==> src/rtl/modulo_varredura_matriz.sv <==
// rtl/modulo_varredura_matriz.sv - row-scan controller for the 5x7 LED hour-tens display
module modulo_varredura_matriz #(
  parameter int DIV       = 4,
  parameter int BLANK_CYC = 1
) (
  input  logic        clk,
  input  logic        reset,
  input  logic        enable,
  input  logic        load,
  input  logic [1:0]  HH_in,
  input  logic [34:0] cl_in,
  output logic [1:0]  HH,
  output logic [6:0]  linha,
  output logic [4:0]  coluna,
  output logic        frame_done
);

  localparam int MAXC = (DIV > BLANK_CYC) ? DIV : BLANK_CYC;
  localparam int CW   = (MAXC > 1) ? $clog2(MAXC) : 1;
  localparam logic [CW-1:0] DIV_LAST   = CW'(DIV - 1);
  localparam logic [CW-1:0] BLANK_LAST = CW'((BLANK_CYC > 0) ? BLANK_CYC - 1 : 0);

  typedef enum logic [1:0] {IDLE, SYNC, DRIVE, BLANK} state_t;

  state_t        state, state_nx;
  logic [2:0]    r, r_nx;
  logic [CW-1:0] cnt, cnt_nx;
  logic [1:0]    pend;
  logic          pend_valid;
  logic          row_start;

  always_comb begin
    state_nx = state;
    r_nx     = r;
    cnt_nx   = cnt;
    if (!enable) begin
      state_nx = IDLE;
      r_nx     = 3'd0;
      cnt_nx   = '0;
    end else begin
      case (state)
        IDLE: begin
          state_nx = SYNC;
          r_nx     = 3'd0;
          cnt_nx   = '0;
        end
        SYNC: begin
          state_nx = DRIVE;
          r_nx     = 3'd0;
          cnt_nx   = '0;
        end
        DRIVE: begin
          if (cnt == DIV_LAST) begin
            cnt_nx = '0;
            if (BLANK_CYC > 0) begin
              state_nx = BLANK;
            end else if (r == 3'd6) begin
              state_nx = SYNC;
              r_nx     = 3'd0;
            end else begin
              state_nx = DRIVE;
              r_nx     = r + 3'd1;
            end
          end else begin
            cnt_nx = cnt + 1'b1;
          end
        end
        BLANK: begin
          if (cnt == BLANK_LAST) begin
            cnt_nx = '0;
            if (r == 3'd6) begin
              state_nx = SYNC;
              r_nx     = 3'd0;
            end else begin
              state_nx = DRIVE;
              r_nx     = r + 3'd1;
            end
          end else begin
            cnt_nx = cnt + 1'b1;
          end
        end
        default: begin
          state_nx = IDLE;
          r_nx     = 3'd0;
          cnt_nx   = '0;
        end
      endcase
    end
  end

  // A new row begins on any DRIVE entry, including DRIVE->DRIVE when BLANK_CYC=0
  assign row_start = (state_nx == DRIVE) && ((state != DRIVE) || (cnt == DIV_LAST));

  always_ff @(posedge clk) begin
    if (reset) begin
      state      <= IDLE;
      r          <= 3'd0;
      cnt        <= '0;
      HH         <= 2'b00;
      pend       <= 2'b00;
      pend_valid <= 1'b0;
      linha      <= 7'b1111111;
      coluna     <= 5'b00000;
      frame_done <= 1'b0;
    end else begin
      state      <= state_nx;
      r          <= r_nx;
      cnt        <= cnt_nx;
      frame_done <= (state_nx == SYNC) && (state != IDLE);

      // The digit only moves on SYNC entry so a frame never mixes two digits
      if (state_nx == SYNC) begin
        pend_valid <= 1'b0;
        if (load) begin
          HH <= HH_in;
        end else if (pend_valid) begin
          HH <= pend;
        end
      end else if (load) begin
        pend       <= HH_in;
        pend_valid <= 1'b1;
      end

      if (row_start) begin
        linha  <= ~(7'b0000001 << r_nx);
        coluna <= cl_in[5*r_nx +: 5];
      end else if (state_nx != DRIVE) begin
        linha  <= 7'b1111111;
        coluna <= 5'b00000;
      end
    end
  end

endmodule

==> config.mk <==
export PLATFORM = sky130hd
export DESIGN_NAME = modulo_varredura_matriz
export DESIGN_NICKNAME = d
export VERILOG_FILES = /design/src/rtl/modulo_varredura_matriz.sv
export SDC_FILE = /design/constraint.sdc
export NUM_CORES = 1
export LEC_CHECK = 0
export ABC_CLOCK_PERIOD_IN_PS = 2400
export BUFFER_PORTS_ARGS = -buffer_cell sky130_fd_sc_hd__buf_4
export CORE_ASPECT_RATIO = 2
export CORE_UTILIZATION = 49
export DETAILED_ROUTE_END_ITERATION = 10
export PLACE_DENSITY = 0.79
export SETUP_SLACK_MARGIN = 0.15
export SYNTH_ARGS = -nofsm -noshare
export SYNTH_HDL_FRONTEND = slang
export SYNTH_SLANG_ARGS = --single-unit
export TNS_END_PERCENT = 20
==> constraint.sdc <==
create_clock -name clk -period 2.4 [get_ports clk]
set_input_delay 0.24 -clock clk [delete_from_list [all_inputs] [get_ports clk]]
set_output_delay 0.24 -clock clk [all_outputs]
set_load 0.005 [all_outputs]
==> flow_summary.ini <==
[status]
outcome = finished clean

[placed_design]
place_inst = 256
hpwlAfterDp_mm = 3.51
globalplace.congestion = 0.935
portBuffers = 55

[detailed_routing]
wl_per_cell_um = 17.1
vias_per_cell = 6.18
drtAntennaViolNets = 0
drc = 0
vias = 1606
drt_first_pass_iters = 4
drtIter0Drc = 39
wirelength_mm = 4.46

[power_and_ir_drop]
power_density_nw_per_um2 = 407
power.leakage_nw = 0.838
total_power_mw = 0.823
irDropWorstVdd_mv = 0.531

[floorplan]
die_area_um2 = 3420
num_rows = 28
core_area_um2 = 2980
die_y_um = 81.7
io_pins = 56
initial_core_util_pct = 52.3
dieWidth_um = 41.9

[setup_path]
path_class = reg2reg
worstPathRequired_ns = 2.57
worstSetupPathDepth = 7
path_cells = inv_1, ha_1, nand3_1, mux2i_4, nor4_1, a21oi_1, or2_1
critPathTopFamily = simple AND/OR/NAND/NOR gates
rrSetupSlack_ns = 0.29
crit_path_end_kind = register
slowest_delay_ns = 0.44
path_buf_inv = 1
critPathMaxFanout = 9
r2r.worst_path.cells = 7
slowest_stage = nor4_1
start_kind = register
worst_ep_arrival_time_ns = 2.29

[clock_tree]
postCtsResizedCells = 0
clock_latency_ns = 0.27
cts_max_level = 1
holdBufCountCts = 0
cts_tree = built
clock_path_buffers = 2
path_clk_slew_ns = 0.09
cts-root-buf = clkbuf_8
post-cts-setup-buffers = 0
cts_made_buffers = 3
clock_sinks = 25

[grt]
grt_start_max_net_pins = 18
grt_usage_pct = 26.8
grt_pass1_vias = 1542
grt_pass1_wl_mm = 7.01
antenna_found_initial = 0
grt_overflow_total = 0

[sta]
finalSetupTns_ns = 0
slew_violations = 0
finalCritPeriodShare_pct = 88.1
fin_crit_ns = 2.11
fmax_mhz = 473
hold_violations = 0
skew_ns = 0.00371
rsz0062_at_grt = no
holdWs_ns = 0.210
setup_viol = 0
worstMarginPinSlew_ns = 0.597
slew_headroom_pct = 59.6

[synthesis]
avgSynthCellArea_um2 = 8.61
synth_nets = 225
synth-async-reset-ratio_pct = 0
synth_area_um2 = 1560
synthDistinctLibCells = 49
ys_warn_count = 0
synth_flop_cell = dfxtp_1
synth-edff-count = 0
ys_ff_latch = 25
seq_area_frac_synth_pct = 32.1
synth_cells = 181

[finish]
seq_area_um2 = 500
syn_to_final_growth_pct = 29.9
multiInputGateArea_um2 = 986
nets = 275
n_fill_cell = 265
layout.cells.non_filler = 260
drive_gt1_share_pct = 31.3
diodes = 0

[hold_path]
min_path_cells = 3
hold_class = in2reg

[run]
maxCapViolations = 0
==> area by class of cell <==
cell class / instances / share of cell area [%]
Tap cell: 30 / 1.86
Multi-Input combinational cell: 139 / 48.7
Sequential cell: 25 / 24.7
Clock inverter: 1 / 0.371
Timing Repair Buffer: 58 / 21.5
Clock buffer: 3 / 2.04
Inverter: 4 / 0.742
==> cells by family (layout without fill, tap and decap cells) <==
| group | Yosys count | after routing | synth area share [%] |
|---|---|---|---|
| compound gates | 54 | 54 | 27.4 |
| xor+xnor | 1 | 1 | 0.562 |
| fa+ha+maj | 3 | 3 | 2.41 |
| buf+inv | 17 | 66 | 5.46 |
| flops | 25 | 25 | 32.1 |
| mux | 12 | 12 | 7.87 |
| simple gates | 69 | 69 | 24.2 |
==> worst min-delay path, delay by kind of cell <==
| family | cells | cell delay [ns] |
|---|---|---|
| buffers and inverters | 1 | 0.09 |
| AND/OR/NAND/NOR | 1 | 0.07 |
| multiplexers | 1 | 0.05 |
==> path summary, 6_finish.rpt <==
check        startpoint   endpoint
max              cnt[0]   linha[6]
min            HH_in[0]    pend[0]
max reg2reg      cnt[0]   linha[6]
min reg2reg   coluna[3]  coluna[3]
==> layout by cell type (no fill, tap or decap), types with 2 or more instances in the layout <==
| cell | synthesis | layout |
|---|---|---|
| buf_4 | 2 | 58 |
| dfxtp_1 | 25 | 25 |
| nor2_1 | 24 | 24 |
| nand2_1 | 9 | 9 |
| mux2i_1 | 10 | 9 |
| a21oi_1 | 7 | 7 |
| o211ai_1 | 7 | 7 |
| nand3_1 | 6 | 6 |
| o32ai_1 | 6 | 6 |
| and3_1 | 5 | 5 |
| inv_1 | 4 | 4 |
| a211o_1 | 4 | 4 |
| o21bai_1 | 4 | 4 |
| nand2b_1 | 4 | 4 |
| a211oi_1 | 4 | 4 |
| nor2b_1 | 3 | 3 |
| o22ai_1 | 3 | 3 |
| ha_1 | 3 | 3 |
| clkbuf_8 | 0 | 3 |
| or2_1 | 2 | 2 |
| and2_1 | 2 | 2 |
| o21ai_1 | 2 | 2 |
| mux2_2 | 2 | 2 |
| or3_1 | 2 | 2 |
| nor4_1 | 2 | 2 |
| o21ai_0 | 2 | 2 |
| nand4_1 | 2 | 2 |
| o31a_1 | 2 | 2 |
| a2111o_1 | 2 | 2 |
| a32oi_1 | 2 | 2 |
| o221ai_1 | 2 | 2 |
==> where the power goes <==
group / leakage, nW / internal [mW] / switching (mW) / total, mW
Sequential: 0.203 / 0.423 / 0.00831 / 0.431
Combinational: 0.614 / 0.0765 / 0.0562 / 0.133
Clock: 0.0217 / 0.118 / 0.141 / 0.259
Total: 0.838 / 0.617 / 0.206 / 0.823
==> state kept, by name, indices dropped and copies added, names as in the netlist <==
name        cells
HH              2
linha           7
r               3
pend            2
coluna          5
state           2
frame_done      1
pend_valid      1
cnt             2
==> cell usage after synthesis, types with 2 or more instances <==
library cell	instances	area share (%)
nor2b_1	3	1.2
or2_1	2	0.80
nand4_1	2	0.80
nor4_1	2	0.80
o21ai_0	2	0.64
nand3_1	6	1.9
o31a_1	2	1.1
buf_4	2	0.96
clkbuf_1	5	1.2
o21bai_1	4	1.9
a211oi_1	4	1.9
a21oi_1	7	2.2
buf_2	5	1.6
o221ai_1	2	1.1
nor2_1	24	5.8
mux2i_1	10	6.4
a211o_1	4	2.2
and3_1	5	2.0
dfxtp_1	25	32
a32oi_1	2	1.1
a2111o_1	2	1.4
ha_1	3	2.4
nand2b_1	4	1.6
mux2_2	2	1.4
o21ai_1	2	0.64
nand2_1	9	2.2
or3_1	2	0.80
o32ai_1	6	3.4
inv_1	4	0.96
o211ai_1	7	3.4
and2_1	2	0.80
o22ai_1	3	1.2
==> per-layer routing <==
layer	GRT usage (%)	share of wire (%)	vias up
li1	-	-	780
met1	25.1	33	726
met2	52.2	55	82
met3	4.18	6.7	18
met4	16.8	5.0	0
met5	0	0	-
==> metrics by stage <==
stage / setup WS (ns) / util (%) / cell area [um^2]
after floorplan: 0.483 / - / 1560
after global placement: 0.357 / 65.8 / 1960
after detailed placement: 0.239 / 65.8 / 1960
after CTS: 0.226 / 67.5 / 2010
after global routing: 0.152 / 67.9 / 2020
final: 0.286 / 67.9 / 2020
(Power assumes the default switching activity.)
